[config.mk]
export PLATFORM = sky130hd
export DESIGN_NAME = rtmq_gp_reg_bank
export DESIGN_NICKNAME = d
export VERILOG_FILES = /design/src/rtl/rtmq_pkg.sv /design/src/rtl/rtmq_acs_dec.sv /design/src/rtl/rtmq_gp_reg_bank.sv
export SDC_FILE = /design/constraint.sdc
export NUM_CORES = 1
export LEC_CHECK = 0
export CORE_MARGIN = 3
export CORE_UTILIZATION = 55
export DETAILED_ROUTE_END_ITERATION = 10
export DONT_BUFFER_PORTS = 1
export PLACE_DENSITY = 0.73
export SLEW_MARGIN = 0
export SYNTH_ARGS = -nofsm -noshare
export SYNTH_HDL_FRONTEND = slang
export SYNTH_SLANG_ARGS = --single-unit
[constraint.sdc]
create_clock -name clk -period 1.1 [get_ports clk]
set_input_delay 0.165 -clock clk [delete_from_list [all_inputs] [get_ports clk]]
set_output_delay 0.165 -clock clk [all_outputs]
set_load 0.02 [all_outputs]
[src/rtl/rtmq_pkg.sv]
// Shared RTMQ bus widths and the alu_out field layout used by every
// peripheral that snoops the ALU result bus.
package rtmq_pkg;

    localparam int W_REG = 32;
    localparam int W_LSG = 16;
    localparam int W_ADR = 8;

    // Field order of alu_out, MSB first.
    typedef struct packed {
        logic [W_REG-1:0] alu_res;
        logic [W_REG-1:0] alu_msk;
        logic [W_ADR-1:0] alu_rda;
        logic [W_ADR-1:0] alu_r0a;
        logic [W_ADR-1:0] alu_r1a;
        logic [W_REG-1:0] imm_res;
        logic [W_ADR-1:0] imm_rda;
        logic             imm_seg;
    } alu_bus_t;

    localparam int W_ALU = $bits(alu_bus_t);

endpackage

[src/rtl/rtmq_acs_dec.sv]
// Single-address access decoder: compares both destination addresses
// against ADDR and registers the resulting write flags for the data cycle.
module rtmq_acs_dec
    import rtmq_pkg::*;
#(
    parameter int ADDR = 0
) (
    input  logic             clk,
    input  logic             rst,
    input  logic [W_ADR-1:0] alu_rda,
    input  logic [W_ADR-1:0] imm_rda,
    input  logic             imm_seg,
    output logic             alu_wr,
    output logic             imh_wr,
    output logic             iml_wr
);

    logic alu_q = 1'b0;
    logic imh_q = 1'b0;
    logic iml_q = 1'b0;

    always_ff @(posedge clk) begin
        if (rst) begin
            alu_q <= 1'b0;
            imh_q <= 1'b0;
            iml_q <= 1'b0;
        end else begin
            alu_q <= (alu_rda == W_ADR'(ADDR));
            imh_q <= (imm_rda == W_ADR'(ADDR)) && imm_seg;
            iml_q <= (imm_rda == W_ADR'(ADDR)) && !imm_seg;
        end
    end

    assign alu_wr = alu_q;
    assign imh_wr = imh_q;
    assign iml_wr = iml_q;

endmodule

[src/rtl/rtmq_gp_reg_bank.sv]
// General-purpose register bank on the RTMQ ALU bus. Define
// RTMQ_GPREG_SHADOW_EN to add shadow registers with a commit strobe at CMT_ADDR.
module rtmq_gp_reg_bank
    import rtmq_pkg::*;
#(
    parameter int ADDR     = 0,
    parameter int N_REG    = 4,
    parameter int CMT_ADDR = ADDR + N_REG
) (
    input  logic                   clk,
    input  logic                   rst,
    input  logic [W_ALU-1:0]       alu_out,
    output logic [N_REG*W_REG-1:0] reg_out,
    output logic [N_REG-1:0]       f_trg,
    output logic                   f_cmt
);

    alu_bus_t bus;
    assign bus = alu_bus_t'(alu_out);

    logic [N_REG-1:0] alu_wr;
    logic [N_REG-1:0] imh_wr;
    logic [N_REG-1:0] iml_wr;

    logic [W_REG-1:0] live [N_REG] = '{default: '0};
    logic [W_REG-1:0] tgt  [N_REG];
    logic [W_REG-1:0] nxt  [N_REG];
    logic [N_REG-1:0] trg_q = '0;

    for (genvar g = 0; g < N_REG; g++) begin : g_reg
        rtmq_acs_dec #(.ADDR(ADDR + g)) u_dec (
            .clk    (clk),
            .rst    (rst),
            .alu_rda(bus.alu_rda),
            .imm_rda(bus.imm_rda),
            .imm_seg(bus.imm_seg),
            .alu_wr (alu_wr[g]),
            .imh_wr (imh_wr[g]),
            .iml_wr (iml_wr[g])
        );
        assign reg_out[g*W_REG +: W_REG] = live[g];
    end

    // Merge the data-cycle fields into the write target; imm-high beats
    // imm-low beats ALU, and the loser of a collision is simply dropped.
    always_comb begin
        for (int i = 0; i < N_REG; i++) begin
            nxt[i] = tgt[i];
            if (imh_wr[i])
                nxt[i] = {bus.imm_res[W_REG-1:W_LSG], tgt[i][W_LSG-1:0]};
            else if (iml_wr[i])
                nxt[i] = {tgt[i][W_REG-1:W_LSG], bus.imm_res[W_LSG-1:0]};
            else if (alu_wr[i])
                nxt[i] = bus.alu_res | (tgt[i] & bus.alu_msk);
        end
    end

    assign f_trg = trg_q;

`ifdef RTMQ_GPREG_SHADOW_EN
    logic [W_REG-1:0] shd [N_REG] = '{default: '0};
    logic             c_alu;
    logic             c_imh;
    logic             c_iml;
    logic             cmt;
    logic [N_REG-1:0] cmask;
    logic             cmt_q = 1'b0;
    logic             unused_bits;

    rtmq_acs_dec #(.ADDR(CMT_ADDR)) u_cmt_dec (
        .clk    (clk),
        .rst    (rst),
        .alu_rda(bus.alu_rda),
        .imm_rda(bus.imm_rda),
        .imm_seg(bus.imm_seg),
        .alu_wr (c_alu),
        .imh_wr (c_imh),
        .iml_wr (c_iml)
    );

    always_comb begin
        for (int i = 0; i < N_REG; i++)
            tgt[i] = shd[i];
    end

    // An imm-high write to the commit address carries no mask and is ignored.
    assign cmt   = c_alu | c_iml;
    assign cmask = c_iml ? bus.imm_res[N_REG-1:0] : bus.alu_res[N_REG-1:0];

    // Committed registers take nxt rather than shd so a coincident shadow
    // write lands in the live register in the same cycle.
    always_ff @(posedge clk) begin
        if (rst) begin
            for (int i = 0; i < N_REG; i++) begin
                shd[i]  <= '0;
                live[i] <= '0;
            end
            trg_q <= '0;
            cmt_q <= 1'b0;
        end else begin
            for (int i = 0; i < N_REG; i++) begin
                shd[i] <= nxt[i];
                if (cmt && cmask[i])
                    live[i] <= nxt[i];
            end
            trg_q <= cmt ? cmask : '0;
            cmt_q <= cmt;
        end
    end

    assign f_cmt       = cmt_q;
    assign unused_bits = ^{c_imh, bus.alu_r0a, bus.alu_r1a};
`else
    logic unused_bits;

    always_comb begin
        for (int i = 0; i < N_REG; i++)
            tgt[i] = live[i];
    end

    always_ff @(posedge clk) begin
        if (rst) begin
            for (int i = 0; i < N_REG; i++)
                live[i] <= '0;
            trg_q <= '0;
        end else begin
            for (int i = 0; i < N_REG; i++) begin
                live[i]  <= nxt[i];
                trg_q[i] <= !imh_wr[i] && (iml_wr[i] || alu_wr[i]);
            end
        end
    end

    assign f_cmt       = 1'b0;
    assign unused_bits = ^{bus.alu_r0a, bus.alu_r1a, W_ADR'(CMT_ADDR)};
`endif

endmodule

==> results by stage <==
Route:
- The first detailed-routing pass ran for 6 iterations.
- In the routed layout, each cell is associated on average with a via count of 6.84.
- The aggregate routed wire length is 32.6 mm.
- The count of antenna-violating nets left after detailed routing is 0.
- The routed layout has 8652 vias.
- The detailed router finished its first iteration with 1281 violations.
- The average wire length per cell after detail routing is 25.8 µm.
- The remaining design rule violation count is 0.

Outcome:
- The run finished, with violations left.
- The checks that failed: hold timing, setup timing.

Global route:
- The first-pass GRT wire length is 44.7 mm.
- The via count of the first global-routing pass is 8233.
- Entering global routing, the biggest net connects 139 pins.
- The total overflow left after global routing is 0.
- The initial antenna violation count is 0.
- The total routing usage reported by global routing is 38.0%.

Floorplan:
- 264 I/O pins were placed.
- The die extent in y is 123 µm.
- The floorplan core area is 13300 µm².
- For this configuration, the core starts out at a cell density of 56.9%.
- The number of standard-cell rows in the floorplan is 42.
- The die extent in x is 123 µm.
- The die covers 15200 µm².

Pwr:
- Across the VDD grid, the largest voltage drop is 1.06 mV.
- Summed over all cells, the static leakage comes to 3.94 nW.
- Net switching is 21.7% of the power.
- In this run, the clock network consumes 51.7% of the power.
- Dividing total power by cell area gives a power density of 1030 nW/µm².
- The portion of total power attributed to sequential cells is 45.0%.
- The analysis attributes to net switching a power of 2.52 mW.
- Per report_power, the combinational group accounts for 3.3% of the total.
- The internal cell power is 9.06 mW.

Worst setup path:
- The data required time of the worst path is 1.38 ns.
- Together, buffers and inverters on the worst path number 3.
- The family with the most delay on the worst path is buffers and inverters.
- The category of the worst setup path capture point is a flip-flop.
- The first element of the critical path is g_reg[0].u_dec.alu_wr.
- Traced cell by cell, the critical path runs through buf_8, buf_6, o21ai_4, buf_6, o32ai_4.
- The path length in cells of the critical path is 5.
- The slack of the worst reg-to-reg path is -0.22 ns.
- The worst reg2reg path startpoint is g_reg[0].u_dec.alu_wr.
- The worst reg2reg path depth is 5.
- STA classifies the critical path startpoint as a flip-flop.
- Of all nets on the critical path, the largest fanout is 8.
- The worst register-to-register path ends at live[0][5].
- The worst setup path is of the flip-flop to flip-flop kind.
- The standard cell with the maximum stage delay on the critical path is sky130_fd_sc_hd__dfxtp_4.
- For the worst setup path, the data arrival time is 1.60 ns.
- Counting stages on the worst path, the most repeated cell is sky130_fd_sc_hd__buf_6.
- The stage delay of the slowest cell on the critical path is 0.36 ns.

Timing:
- The post-route minimum period is 1.32 ns.
- The achievable frequency is 759 MHz.
- The worst path uses 120% of the clock period.
- Setup repair after global routing could not meet its margin everywhere.
- After layout, the worst setup slack is -0.217 ns.
- The number of setup violations in the final report is 134.
- The count of pins over their slew limit was 0.
- Headroom to the max-slew limit came out at 65.5%.
- For the pin with the worst max-slew slack, the measured transition is 0.512 ns.
- The worst clock skew on the final layout is 0.0150 ns.
- The total count of hold-check failures in the final report is 136.
- The final-layout worst hold slack is -0.200 ns.

Place:
- At the end of routability-driven placement, the weighted congestion stood at 0.878.
- The half-perimeter wire length of the detailed placement result is 17.5 mm.
- Prior to clock tree synthesis, the placed netlist has a worst setup slack of -0.193 ns.
- Once placement completed, the tool counted placed cells totaling 1198.
- The count of buffers added on input and output ports is 0.

CTS:
- TritonCTS built the clock tree.
- The clock net in this run drives a total of 144 sinks.
- The H-tree was split into 4 levels.
- The clock root buffer is sky130_fd_sc_hd__clkbuf_16.
- After clock tree synthesis, the clock-pin slew on the worst setup and hold paths is 0.06 ns.
- No sink is reached through more buffers than the 2 on the longest clock path.
- The number of hold buffers added after CTS was 7.
- The clock latency reported for the late side of the worst-skew pair is 0.43 ns.
- Buffers inserted during clock tree synthesis total 17.

Synthesis:
- The synthesized netlist cell count is 905.
- In this run the biggest area consumer among cell types represents 38.0% of the synthesized area.
- The distinct cell type count after synthesis is 25.
- Summing the sequential cell areas from Yosys gives 38.0% of the chip area.
- During synthesis, Yosys emitted a total of 0 warnings.
- The synthesized net count is 1036.
- By area the synthesized netlist is led by sky130_fd_sc_hd__dfxtp_1 (38%), sky130_fd_sc_hd__a21oi_1 (8.4%), sky130_fd_sc_hd__mux2i_1 (8.4%), sky130_fd_sc_hd__o32ai_1 (7.4%), sky130_fd_sc_hd__nand3b_1 (6.5%).
- The post-synthesis instance area is 7590 µm².
- The post-synthesis register bit count is 144.
- The mean instance size in the synthesized netlist is 8.39 µm².
- The cell accounting for the most synthesized area is sky130_fd_sc_hd__dfxtp_1.

Worst hold path:
- The classification of the worst-slack hold path is primary input to flip-flop.
- The startpoint identified for the worst hold timing path is rst.
- Along the worst hold path, the cell count comes to 1.
- The worst hold path terminates at live[1][16].

Layout:
- For this run, the post-layout net count is 1207.
- After filler insertion, the fill cell instance count of the layout stands at 742.
- Leaving out fill and tap cells, the most frequent cell in the layout is sky130_fd_sc_hd__a21oi_1.
- Compared with the post-synthesis result, the final layout area differs by 48.0%.
- Leaving out fill and tap cells, the most frequent cells in the layout are sky130_fd_sc_hd__a21oi_1 (110), sky130_fd_sc_hd__buf_4 (99), sky130_fd_sc_hd__dfxtp_2 (82).
- The repair_antennas step left the layout with diodes totalling 0.
- Excluding fillers, the count of instances in the completed layout stands at 1265.
- Cells with a size suffix above 1 make up 39.2% of the layout.

Flow run:
- The number of maximum-capacitance violations is 0.
[stage by stage]
stage / cell area [µm²] / power (mW) / utilization (%) / setup TNS (ns)
after CTS: 10500 / 11.5 / 79.0 / -8.19
after detailed placement: 9120 / 5.62 / 68.3 / -11.07
after floorplan: 7620 / 5.63 / - / -8.63
final: 11200 / 11.6 / 84.2 / -13.92
after global placement: 9120 / 5.60 / 68.3 / -6.48
after global routing: 11200 / 11.8 / 84.2 / -17.69
[state kept, by name, indices dropped and copies added (netlist names)]
name and count:
g.u_dec.alu_wr 4, g.u_dec.iml_wr 4, live 128, g.u_dec.imh_wr 4, f_trg 4
[final cells by class]
class | instances | area [µm²] | area share (%)
repair buffers | 225 | 2540 | 22.6
clock buffers | 23 | 498 | 4.43
inverters | 72 | 295 | 2.63
flip-flops and latches | 144 | 3020 | 26.9
well taps | 176 | 220 | 1.96
clock inverters | 9 | 104 | 0.924
multi-input cells | 616 | 4560 | 40.6
[cells by family after synthesis]
| group | count (synthesis) | synth area share [%] |
|---|---|---|
| simple gates | 288 | 22.9 |
| compound gates | 260 | 21.6 |
| buf+inv | 148 | 9.13 |
| flops | 144 | 38.0 |
| mux | 64 | 8.44 |
| other cells | 1 | 0.0494 |
[power by group through the flow]
| stage | Combinational, mW | Sequential, mW | Clock (mW) |
|---|---|---|---|
| final | 0.385 | 5.21 | 5.98 |
| after global routing | 0.408 | 5.21 | 6.19 |
| after CTS | 0.327 | 5.22 | 5.91 |
| after detailed placement | 0.272 | 5.35 | 0 |
| after global placement | 0.256 | 5.35 | 0 |
| after floorplan | 0.274 | 5.36 | 0 |
[Yosys cell counts]
| library cell | n |
|---|---|
| sky130_fd_sc_hd__a31oi_1 | 64 |
| sky130_fd_sc_hd__nor4_1 | 4 |
| sky130_fd_sc_hd__clkbuf_1 | 28 |
| sky130_fd_sc_hd__o32ai_1 | 64 |
| sky130_fd_sc_hd__dfxtp_1 | 144 |
| sky130_fd_sc_hd__nand2b_1 | 48 |
| sky130_fd_sc_hd__and4_1 | 1 |
| sky130_fd_sc_hd__clkbuf_2 | 8 |
| sky130_fd_sc_hd__o21ai_2 | 4 |
| sky130_fd_sc_hd__conb_1 | 1 |
| sky130_fd_sc_hd__inv_1 | 72 |
| sky130_fd_sc_hd__or2b_1 | 16 |
| sky130_fd_sc_hd__nor3_1 | 2 |
| sky130_fd_sc_hd__mux2i_1 | 64 |
| sky130_fd_sc_hd__nand2b_4 | 4 |
| sky130_fd_sc_hd__a21oi_1 | 128 |
| sky130_fd_sc_hd__buf_4 | 1 |
| sky130_fd_sc_hd__nand3_1 | 1 |
| sky130_fd_sc_hd__nor3b_1 | 2 |
| sky130_fd_sc_hd__buf_6 | 12 |
| sky130_fd_sc_hd__buf_2 | 27 |
| sky130_fd_sc_hd__nand2_1 | 67 |
| sky130_fd_sc_hd__nand3b_1 | 66 |
| sky130_fd_sc_hd__or3_1 | 64 |
| sky130_fd_sc_hd__nor2_1 | 13 |
[worst register-to-register path, delay by kind of cell (launching register included)]
family                 cells  cell delay [ns]
AO/OA/AOI/OAI              2             0.35
buffers and inverters      3             0.46
flip-flops                 1             0.36
[layer usage]
metal	wire length [µm]	share of wire [%]	vias to the layer above	GRT usage, %
met5	0	0	-	0
met4	1820	5.6	0	19.5
met3	3920	12	190	12.8
met2	15400	47	744	61.4
met1	11500	35	4089	44.9
li1	-	-	3629	-
[how the worst max path moves through the flow]
stage / slack, ns / end
finish: -0.22 / live[0][5]
global route: -0.47 / live[1][6]
CTS: -0.13 / live[3][29]
detailed placement: -0.19 / live[2][19]
global placement: -0.13 / live[2][19]
floorplan: -0.12 / live[0][28]
[what timing repair did]
action / 4_1_cts / 5_1_grt
pin swaps: 48 / 32
setup endpoints to repair: 149 / 216
cloned: 12 / 3
hold endpoints to repair: 140 / 136
resized for setup: 105 / 197
buffers inserted: 15 / 3
(Power assumes the default switching activity.)
